**config.mk**
```make
export PLATFORM = sky130hd
export DESIGN_NAME = slave_mem_flat
export DESIGN_NICKNAME = d
export VERILOG_FILES = /design/src/rtl/slave_mem_if.sv /design/src/rtl/slave_mem.sv /design/src/flat_wrapper.sv
export SDC_FILE = /design/constraint.sdc
export NUM_CORES = 1
export LEC_CHECK = 0
export ABC_AREA = 1
export CAP_MARGIN = 20
export CELL_PAD_IN_SITES_DETAIL_PLACEMENT = 0
export CELL_PAD_IN_SITES_GLOBAL_PLACEMENT = 1
export CORE_UTILIZATION = 41
export CTS_CLUSTER_DIAMETER = 150
export DETAILED_ROUTE_END_ITERATION = 16
export PLACE_DENSITY_LB_ADDON = 0.1
export SYNTH_ARGS = -nofsm -noshare
export SYNTH_HDL_FRONTEND = slang
export SYNTH_SLANG_ARGS = --single-unit
export TNS_END_PERCENT = 20
```
**constraint.sdc**
```tcl
create_clock -name clk -period 1.97 [get_ports clk]
set_input_delay 0.394 -clock clk [delete_from_list [all_inputs] [get_ports clk]]
set_output_delay 0.394 -clock clk [all_outputs]
set_load 0.02 [all_outputs]
```
**src/rtl/slave_mem_if.sv**
```systemverilog
// Write-handshake bundle between the upstream interconnect and slave_mem.
interface slave_mem_if;
  logic       valid_in;
  logic [2:0] addr_in;
  logic [2:0] value_in;
  logic       ready_out;
  logic       hs_done;

  modport master (output valid_in, addr_in, value_in, input ready_out, hs_done);
  modport slave  (input valid_in, addr_in, value_in, output ready_out, hs_done);
endinterface

```
**src/rtl/slave_mem.sv**
```systemverilog
// 8x3 slave memory with valid/ready write handshake and registered readback.
// Optional feature: define SLAVE_WAIT_EN to insert wait_cfg wait cycles before ready.
module slave_mem #(
  parameter logic [2:0] INIT_VAL = 3'd0
) (
  input  logic        clk,
  input  logic        rst_n,
  slave_mem_if.slave  bus,
  input  logic [2:0]  wait_cfg,
  input  logic [2:0]  rd_addr,
  output logic [2:0]  rd_data,
  output logic [7:0]  wr_count
);

  typedef enum logic [1:0] {
    S_IDLE  = 2'd0,
    S_WAIT  = 2'd1,
    S_READY = 2'd2,
    S_DONE  = 2'd3
  } state_t;

  state_t     state, state_nxt;
  logic [2:0] mem [8];
  logic       hs;

  assign bus.ready_out = (state == S_READY);
  assign hs            = bus.valid_in && bus.ready_out;

`ifdef SLAVE_WAIT_EN
  logic [2:0] wait_cnt;

  // Reloaded every idle cycle, so the value present on entry to S_WAIT is wait_cfg.
  always_ff @(posedge clk or negedge rst_n) begin
    if (!rst_n)                wait_cnt <= '0;
    else if (state == S_IDLE)  wait_cnt <= wait_cfg;
    else if (state == S_WAIT)  wait_cnt <= wait_cnt - 3'd1;
  end
`else
  logic unused_wait_cfg;
  assign unused_wait_cfg = ^wait_cfg;
`endif

  always_ff @(posedge clk or negedge rst_n) begin
    if (!rst_n) state <= S_IDLE;
    else        state <= state_nxt;
  end

  always_comb begin
    state_nxt = state;
    case (state)
      S_IDLE: begin
        if (bus.valid_in) begin
`ifdef SLAVE_WAIT_EN
          state_nxt = (wait_cfg != '0) ? S_WAIT : S_READY;
`else
          state_nxt = S_READY;
`endif
        end
      end
      S_WAIT: begin
`ifdef SLAVE_WAIT_EN
        if (!bus.valid_in)          state_nxt = S_IDLE;
        else if (wait_cnt == 3'd1)  state_nxt = S_READY;
`else
        state_nxt = S_IDLE;
`endif
      end
      S_READY: state_nxt = bus.valid_in ? S_DONE : S_IDLE;
      S_DONE:  state_nxt = S_IDLE;
      default: state_nxt = S_IDLE;
    endcase
  end

  always_ff @(posedge clk or negedge rst_n) begin
    if (!rst_n) begin
      for (int unsigned i = 0; i < 8; i++) mem[i] <= INIT_VAL;
    end else if (hs) begin
      mem[bus.addr_in] <= bus.value_in;
    end
  end

  // Non-blocking read of the old array contents gives read-before-write on collisions.
  always_ff @(posedge clk or negedge rst_n) begin
    if (!rst_n) begin
      rd_data     <= '0;
      wr_count    <= '0;
      bus.hs_done <= 1'b0;
    end else begin
      rd_data     <= mem[rd_addr];
      bus.hs_done <= hs;
      if (hs) wr_count <= wr_count + 8'd1;
    end
  end

endmodule

```
**src/flat_wrapper.sv**
```systemverilog
// flat-port wrapper written by rule: the top's interface ports become plain ports
module slave_mem_flat 
#(
  parameter logic [2:0] INIT_VAL = 3'd0
)
  (clk, rst_n, wait_cfg, rd_addr, rd_data, wr_count, bus_valid_in, bus_addr_in, bus_value_in, bus_ready_out, bus_hs_done);
  slave_mem_if bus_i ();
  input  logic clk;
  input  logic rst_n;
  input  logic [2:0] wait_cfg;
  input  logic [2:0] rd_addr;
  output logic [2:0] rd_data;
  output logic [7:0] wr_count;
  input wire logic [$bits(bus_i.valid_in)-1:0] bus_valid_in;
  input wire logic [$bits(bus_i.addr_in)-1:0] bus_addr_in;
  input wire logic [$bits(bus_i.value_in)-1:0] bus_value_in;
  output wire logic [$bits(bus_i.ready_out)-1:0] bus_ready_out;
  output wire logic [$bits(bus_i.hs_done)-1:0] bus_hs_done;
  assign bus_i.valid_in = bus_valid_in;
  assign bus_i.addr_in = bus_addr_in;
  assign bus_i.value_in = bus_value_in;
  assign bus_ready_out = bus_i.ready_out;
  assign bus_hs_done = bus_i.hs_done;
  slave_mem #(.INIT_VAL(INIT_VAL)) u_core (.clk(clk), .rst_n(rst_n), .bus(bus_i), .wait_cfg(wait_cfg), .rd_addr(rd_addr), .rd_data(rd_data), .wr_count(wr_count));
endmodule
```
==> results_dict.tcl, run 1 <==
set metrics [dict create \
    critPathMaxStageDelay_ps 600 \
    cts_inserted_buffers 5 \
    setup-tns-final_ps 0 \
    slowest_stage "clkdlybuf4s50_1" \
    ys_top_cells_by_area "dfrtp_1 (55%), nand2_1 (23%), inv_1 (5.4%)" \
    postCtsHoldBufs 0 \
    antenna_violating_nets_post_route 0 \
    worstSetupStartpointType "flop" \
    first_global_vias 1218 \
    ctsHtreeMaxLevel 2 \
    antenna_cells_inserted 0 \
    p_leak_nw 1.130 \
    worst_slew_margin_rel_pct 68.20 \
    fin_crit_ps 1820 \
    count_of_mapped_cells_out_of_synthesis 221 \
    grt_max_degree 39 \
    report.power.total_mw 2.584 \
    post_synth_num_cell_types 16 \
    syn_warnings 0 \
    final.fill_count 407 \
    critPathKind "flop to primary output" \
    setup_repair_after_global_routing_missed_its_margin "no" \
    cts_tree "done" \
    post-route-period-util_pct 92.40 \
    number_of_clock_sinks_seen_by_cts 38 \
    initial_utilization_pct 43.29 \
    critical_path.cell_chain "inv_1 -> nor2_1 -> clkdlybuf4s50_1" \
    synth_compound_area_share_pct 6.887 \
    r2r_end "u_core.mem[4]" \
    timing_hold_violations_final 0 \
    std_cell_rows 23 \
    routability_congestion_estimate_from_global_placement 0.7355 \
    grt_first_pass_wirelength_um 5802 \
    postPlaceCellArea_um2 2054 \
    drtIter0Drc 98 \
    chipHeight_um 67.23 \
    width_of_the_die_um 67.23 \
    io_buffers 24 \
    design.portCount 28 \
    combinational_family_with_the_most_area_after_synthesis "simple AND/OR/NAND/NOR gates" \
    drt_pre_antenna_iters 4 \
    synth.largest_area_cell "dfrtp_1" \
    ctsRootBufferMaster "clkbuf_8" \
    ctsResizeCount 0 \
    postLayoutCoreUtil_pct 53.26 \
    xor_xnor_cell_area_share_of_the_yosys_netlist_pct 2.009 \
    multi_input_area_um2 685.7 \
    worst_reg2reg_path_depth 6 \
    post_synth_and_or_nand_nor_area_fraction_pct 29.70 \
    vias 1393 \
    synth_fa_ha_area_share_pct 0.7174 \
    core-area_um2 4029 \
    grt_overflow_total 0 \
    route.detailed.wl_per_inst_um 11.88 \
    layout.area.seq_um2 950.9 \
    drt-vias-per-instance 4.582 \
    grt_antenna_before_repair 0 \
    fraction_of_final_layout_cells_with_drive_strength_greater_than_1_pct 6.299 \
    post-dp-hpwl_um 2516 \
    number_of_violations_of_the_max_capacitance_limit 0 \
    yosysTopAreaCellShare_pct 54.52 \
    r2r-start "u_core.state[0]" \
    largest_clock_skew_in_the_final_design_ps 4.824 \
    setup.reg_to_reg.worst_slack_ps 740 \
    grt_use_total_pct 17.85 \
    cts_max_path_buffers 2 \
    cts_post_setup_buffers_inserted 0 \
    fin_area_um2 2146 \
    ys_seq_elements 38 \
    syn2layout_area_growth_pct 23.03 \
    mappedNetlistNets 237 \
    synthesis.area_um2 1744 \
    power.ir.vdd_worst_mv 0.7857 \
    synth-seq-area-share_pct 54.52 \
    worst_ep_required_time_ps 1580 \
    run_status "complete, no violations" \
    drt_wl_total_um 3613 \
    peak_freq_mhz 549.3 \
    whs_ps 146.7 \
    cellPowerDensity_nw_per_um2 1204 \
    crit_arrival_ps 1430 \
    synth_area_per_cell_um2 7.892 \
    biggest_fanout_along_the_worst_timing_path 2 \
    hold_path_class "primary input to asynchronous set/reset pin" \
    worst_pin_slew_ps 477.0 \
    clock_latency_ps 290 \
    clk_slew_on_worst_s_h_paths_ps 70 \
    slew_violations 0 \
    drt_drc_violations_left 0 \
    setup.worst_path.end_class "primary output" \
    setup_viol 0 \
    proportion_of_synthesized_area_in_mux_cells_pct 0 \
    layout_net_count 269 \
    floorplan.die_area_um2 4519 \
]
==> critical path: cells and delay by family, from the launching register on <==
kind,cells,cell delay [ps]
buf+inv,2,670
flops,1,390
simple gates,1,80
==> final cells by class <==
cell class,instances,area share [%]
Inverter,26,4.548
Clock buffer,7,4.023
Timing Repair Buffer,27,12.01
Sequential cell,38,44.31
Tap cell,50,2.915
Multi-Input combinational cell,155,31.95
Clock inverter,1,0.2332
==> worst max path at each step <==
stage                  startpoint                 end  slack, ps  cells after the start
2_1_floorplan  u_core.wr_count[0]  u_core.wr_count[6]        740                      6
3_3_place_gp         bus_valid_in       u_core.mem[4]        250                      6
3_5_place_dp         bus_valid_in      u_core.mem[23]        230                      6
4_1_cts           u_core.state[1]       bus_ready_out        130                      3
5_1_grt           u_core.state[1]       bus_ready_out         90                      3
6_report          u_core.state[1]       bus_ready_out        150                      3
==> power by group <==
group / total [mW] / internal (mW) / switching (mW) / leakage, nW
Sequential: 1.25 / 1.07 / 0.184 / 0.481
Clock: 0.544 / 0.282 / 0.261 / 0.0482
Combinational: 0.787 / 0.365 / 0.422 / 0.601
==> layout by cell type, fill, tap and decap left out <==
master	n
nand3b_1	1
nand2_1	107
xnor2_1	2
nor2_4	2
clkbuf_1	1
xor2_1	2
dfrtp_1	38
inv_2	1
nand3_1	8
clkinv_2	1
o21ai_0	18
nor2_1	6
buf_2	1
clkbuf_8	6
clkdlybuf4s50_1	23
buf_4	3
nand3_4	1
ha_1	1
inv_1	25
o21ai_1	6
nor2_2	1
==> logic make-up after synthesis <==
| group | after synthesis |
|---|---|
| and+or+nand+nor | 126 |
| buffers and inverters | 28 |
| adders and majority gates | 1 |
| AOI/OAI and AO/OA | 24 |
| xor gates and xnor gates | 4 |
| DFF | 38 |
==> synth_stat cells (all sizes together) <==
cell type / instances
nand2: 107
dfrtp: 38
inv: 26
o21ai: 24
nand3: 9
nor2: 9
buf: 2
xnor2: 2
xor2: 2
ha: 1
nand3b: 1
==> flip-flops by register name (all words and copies together), names as in the netlist <==
register,flops
u_core.bus.hs_done,1
u_core.wr_count,8
u_core.rd_data,3
u_core.state,2
u_core.mem,24
==> layer usage <==
| layer | vias up | GRT usage (%) | part of all wire, % |
|---|---|---|---|
| met3 | 7 | 5.236 | 4.0 |
| met5 | - | 0 | 0 |
| met1 | 624 | 23.37 | 49 |
| met2 | 24 | 27.88 | 46 |
| li1 | 738 | - | - |
| met4 | 0 | 6.383 | 1.3 |
==> metrics by stage <==
step                std cells  worst slack, ps
floorplan                 221            743.9
global placement          296            252.0
detailed placement        296            227.2
CTS                       304            126.5
finish                    304            149.7
global route              304            87.01
(Power assumes the default switching activity.)
==> run 2: changes to the inputs <==
- MAX_ROUTING_LAYER: not set -> met4
==> run 2 against run 1 <==
Net effect:
- clock power is essentially flat
- final area is the same
- hold slack is essentially flat
- total power is essentially flat
- routed wire length is the same
- largest power group unchanged
- first-iteration DRC count shrank 4.1%
- setup slack is essentially flat
- via count is the same
- critical path type unchanged
- flip-flop and latch count is the same
==> results_dict.tcl, run 2 (synthesis results as in run 1) <==
set metrics [dict create \
    hold_path_class "primary input to asynchronous set/reset pin" \
    layout_commonest_cell "nand2_1" \
    drtIter0Drc 94 \
    postCtsHoldBufs 0 \
    power.ir.vdd_worst_mv 0.7857 \
    setup_viol 0 \
    fin_area_um2 2146 \
    min_setup_slack_post_route_ps 149.6 \
    grt_first_pass_wirelength_um 5809 \
    most-common-layout-cells "nand2_1 (107), dfrtp_1 (38), inv_1 (25)" \
    number_of_violations_of_the_max_capacitance_limit 0 \
    clk_slew_on_worst_s_h_paths_ps 70 \
    worst_slew_margin_rel_pct 68.20 \
    grt_antenna_before_repair 0 \
    core-area_um2 4029 \
    peak_freq_mhz 549.3 \
    clock_latency_ps 290 \
    route.detailed.wl_per_inst_um 11.88 \
    postPlaceCellArea_um2 2054 \
    ctsHtreeMaxLevel 2 \
    drt_wl_total_um 3613 \
    setup_repair_after_global_routing_missed_its_margin "no" \
    antenna_cells_inserted 0 \
    grt_use_total_pct 18.37 \
    p_leak_nw 1.130 \
    worstSetupStartpointType "flop" \
    cellPowerDensity_nw_per_um2 1204 \
    report.power.total_mw 2.584 \
    antenna_violating_nets_post_route 0 \
    design.portCount 28 \
    routability_congestion_estimate_from_global_placement 0.7446 \
    timing_hold_violations_final 0 \
    fraction_of_final_layout_cells_with_drive_strength_greater_than_1_pct 6.299 \
    largest-register "u_core.mem" \
    cts_inserted_buffers 5 \
    drt_drc_violations_left 0 \
    cts_post_setup_buffers_inserted 0 \
    floorplan.die_area_um2 4519 \
    largest_clock_skew_in_the_final_design_ps 4.825 \
    reg_top3 "u_core.mem (24), u_core.wr_count (8), u_core.rd_data (3)" \
    fin_crit_ps 1820 \
    slew_violations 0 \
    post-dp-hpwl_um 2516 \
    syn2layout_area_growth_pct 23.03 \
    width_of_the_die_um 67.23 \
    chipHeight_um 67.23 \
    largest_reg_flops 24 \
    worst_pin_slew_ps 477.0 \
    std_cell_rows 23 \
    setup.worst_path.end_class "primary output" \
    grt_overflow_total 0 \
    drt_pre_antenna_iters 4 \
    setup-tns-final_ps 0 \
    critPathKind "flop to primary output" \
    vias 1393 \
    first_global_vias 1218 \
    number_of_clock_sinks_seen_by_cts 38 \
    grt_max_degree 39 \
    layout_net_count 269 \
    run_status "complete, no violations" \
    drt-vias-per-instance 4.582 \
    ctsRootBufferMaster "clkbuf_8" \
    ctsResizeCount 0 \
    initial_utilization_pct 43.29 \
    crit_arrival_ps 1430 \
    biggest_fanout_along_the_worst_timing_path 2 \
    dp_slack_ps 227.2 \
    io_buffers 24 \
    cts_tree "done" \
    post-route-period-util_pct 92.41 \
    cts_max_path_buffers 2 \
    final.fill_count 407 \
    worst_ep_required_time_ps 1580 \
]
## run 2: cell counts in the layout (fill, tap and decap cells not counted)
No cell type changed its count.
## run 2: report_power, final
group          total, mW  switching (mW)  internal, mW
combinational      0.787           0.422         0.365
sequential          1.25           0.183          1.07
clock              0.544           0.261         0.282
total               2.58           0.867          1.72
## run 2: final cells by class
class | count | area, µm² | area share [%]
flip-flops and latches | 38 | 950.9 | 44.31
well taps | 50 | 62.56 | 2.915
multi-input cells | 155 | 685.7 | 31.95
clock inverters | 1 | 5.005 | 0.2332
repair buffers | 27 | 257.7 | 12.01
inverters | 26 | 97.59 | 4.548
clock buffers | 7 | 86.33 | 4.023
## run 2: worst max-delay path, cell delays in order, from the launching register on
cell and delay, ps:
dfrtp_1 390, inv_1 70, nor2_1 80, clkdlybuf4s50_1 600
## run 2: per-layer routing
metal	wire length (µm)	vias to the layer above	GRT usage, %
met5	0	-	-
met4	49	0	6.383
met3	142	7	5.236
met2	1646	24	27.88
met1	1775	624	23.37
li1	-	738	-
## run 2: final timing paths
check	from	end	slack (ps)	cells past startpoint
worst max-delay path	u_core.state[1]	bus_ready_out	150	3
worst min-delay path	rst_n	u_core.rd_data[2]	150	2
worst max register to register	u_core.state[0]	u_core.mem[4]	740	6
worst min register to register	u_core.mem[19]	u_core.mem[19]	490	2
max in group asynchronous	rst_n	u_core.mem[4]	1490	2
min in group clk	u_core.mem[19]	u_core.mem[19]	490	2
## run 2: per-stage QoR
| stage | cells | util (%) | hold WS (ps) |
|---|---|---|---|
| finish | 304 | 53.26 | 146.6 |
| global route | 304 | 53.26 | 182.7 |
| CTS | 304 | 53.26 | 160.3 |
| detailed placement | 296 | 50.99 | 471.7 |
| global placement | 296 | 50.99 | 465.3 |
| floorplan | 221 | - | 98.41 |
==> run 3: changes to the inputs <==
- SKIP_LAST_GASP: not set -> 1
- clock period: 1.97 -> 2.3 ns (I/O delays scaled with it)
==> run 3 against run 2 <==
Net effect:
- hold slack gained 120 ps
- register-to-register slack gained 320 ps
- flip-flop and latch count is the same
- total power shrank 14%
- first-iteration DRC count shrank 36%
- final area shrank 0.70%
- die area is the same
- clock power shrank 15%
- largest cell class unchanged
- largest power group unchanged
- highest routed layer unchanged
==> results_dict.tcl, run 3 (synthesis results as in run 1) <==
set metrics [dict create \
    run_status "complete, no violations" \
    timing_hold_violations_final 0 \
    place_inst 294 \
    fin_crit_ps 1891 \
    clk_slew_on_worst_s_h_paths_ps 70 \
    ctsRootBufferMaster "clkbuf_8" \
    layout_commonest_cell "nand2_1" \
    whs_ps 265.4 \
    worst_ep_required_time_ps 1840 \
    critPathKind "flop to primary output" \
    syn2layout_area_growth_pct 22.17 \
    number_of_violations_of_the_max_capacitance_limit 0 \
    drt-vias-per-instance 4.636 \
    hold_path_class "primary input to asynchronous set/reset pin" \
    width_of_the_die_um 67.23 \
    post-route-period-util_pct 82.20 \
    setup-tns-final_ps 0 \
    clock_latency_ps 290 \
    postCtsHoldBufs 0 \
    largest-register "u_core.mem" \
    post_layout_nonfiller_instances 302 \
    antenna_cells_inserted 0 \
    design.portCount 28 \
    cts_max_path_buffers 2 \
    drtIter0Drc 60 \
    fraction_of_final_layout_cells_with_drive_strength_greater_than_1_pct 5.556 \
    antenna_violating_nets_post_route 0 \
    largest_reg_flops 24 \
    postLayoutCoreUtil_pct 52.89 \
    core-area_um2 4029 \
    vias 1400 \
    number_of_clock_sinks_seen_by_cts 38 \
    std_cell_rows 23 \
    cts_tree "done" \
    crit_arrival_ps 1430 \
    grt_max_degree 39 \
    ctsResizeCount 0 \
    floorplan.die_area_um2 4519 \
    reg_top3 "u_core.mem (24), u_core.wr_count (8), u_core.rd_data (3)" \
    postPlaceCellArea_um2 2039 \
    first_global_vias 1300 \
    initial_utilization_pct 43.29 \
    grt_use_total_pct 19.53 \
    setup_repair_after_global_routing_missed_its_margin "no" \
    grt_met3_usage_pct 5.236 \
    power.ir.vdd_worst_mv 0.6778 \
    drt_pre_antenna_iters 4 \
    p_leak_nw 1.120 \
    worstSetupStartpointType "flop" \
    slew_violations 0 \
    routability_congestion_estimate_from_global_placement 0.7463 \
    drt_drc_violations_left 0 \
    grt_antenna_before_repair 0 \
    ctsHtreeMaxLevel 2 \
    peak_freq_mhz 528.9 \
    layout_net_count 267 \
    cts_inserted_buffers 5 \
    fin_area_um2 2131 \
    cellPowerDensity_nw_per_um2 1040 \
    globalRouteMet1Util_pct 22.34 \
    most-common-layout-cells "nand2_1 (107), dfrtp_1 (38), inv_1 (25)" \
    setup_viol 0 \
    biggest_fanout_along_the_worst_timing_path 2 \
    grt_overflow_total 0 \
    setup.worst_path.end_class "primary output" \
    route.detailed.wl_per_inst_um 12.13 \
    io_buffers 24 \
    drt_wl_total_um 3662 \
    grt_most_used_layer "met2" \
    grt_first_pass_wirelength_um 6078 \
    cts_post_setup_buffers_inserted 0 \
    chipHeight_um 67.23 \
    final.fill_count 418 \
    post-dp-hpwl_um 2582 \
    worst_slew_margin_rel_pct 44.26 \
    grtUsageMet2_pct 31.87 \
    worst_pin_slew_ps 836.1 \
    largest_clock_skew_in_the_final_design_ps 4.653 \
]
-- run 3: final cells by class --
cell class,instances,area [µm²],area share (%)
Clock buffer,7,86.33,4.052
Inverter,26,97.59,4.580
Sequential cell,38,950.9,44.63
Tap cell,50,62.56,2.936
Timing Repair Buffer,25,242.7,11.39
Multi-Input combinational cell,155,685.7,32.18
Clock inverter,1,5.005,0.2349
-- run 3: power by group --
part	internal, mW	switching [mW]
Sequential	0.916	0.159
Combinational	0.310	0.364
Clock	0.242	0.223
-- run 3: per-layer routing --
metal,vias to the layer above,routed length [µm]
met3,7,152
li1,731,-
met5,-,0
met1,639,1709
met2,23,1734
met4,0,66
-- run 3: path summary, 6_finish.rpt --
| path | from | slack [ps] | end | cells past startpoint |
|---|---|---|---|---|
| worst max-delay path | u_core.state[1] | 410 | bus_ready_out | 3 |
| worst max register to register | u_core.state[0] | 1060 | u_core.mem[3] | 6 |
| worst min-delay path | rst_n | 270 | u_core.mem[14] | 1 |
| min in group clk | u_core.mem[20] | 490 | u_core.mem[20] | 2 |
| worst min register to register | u_core.mem[20] | 490 | u_core.mem[20] | 2 |
| max in group asynchronous | rst_n | 1500 | u_core.mem[4] | 1 |
-- run 3: per-stage QoR --
step	worst slack (ps)	total power [mW]
6_report	409.4	2.215
5_1_grt	357.3	2.385
4_1_cts	384.1	2.252
3_5_place_dp	494.6	1.772
3_3_place_gp	511.7	1.756
2_1_floorplan	1074	1.495
-- run 3: critical path, stage by stage (launching register included) --
cell	delay, ps
dfrtp_1	390
inv_1	70
nor2_1	80
clkdlybuf4s50_1	600
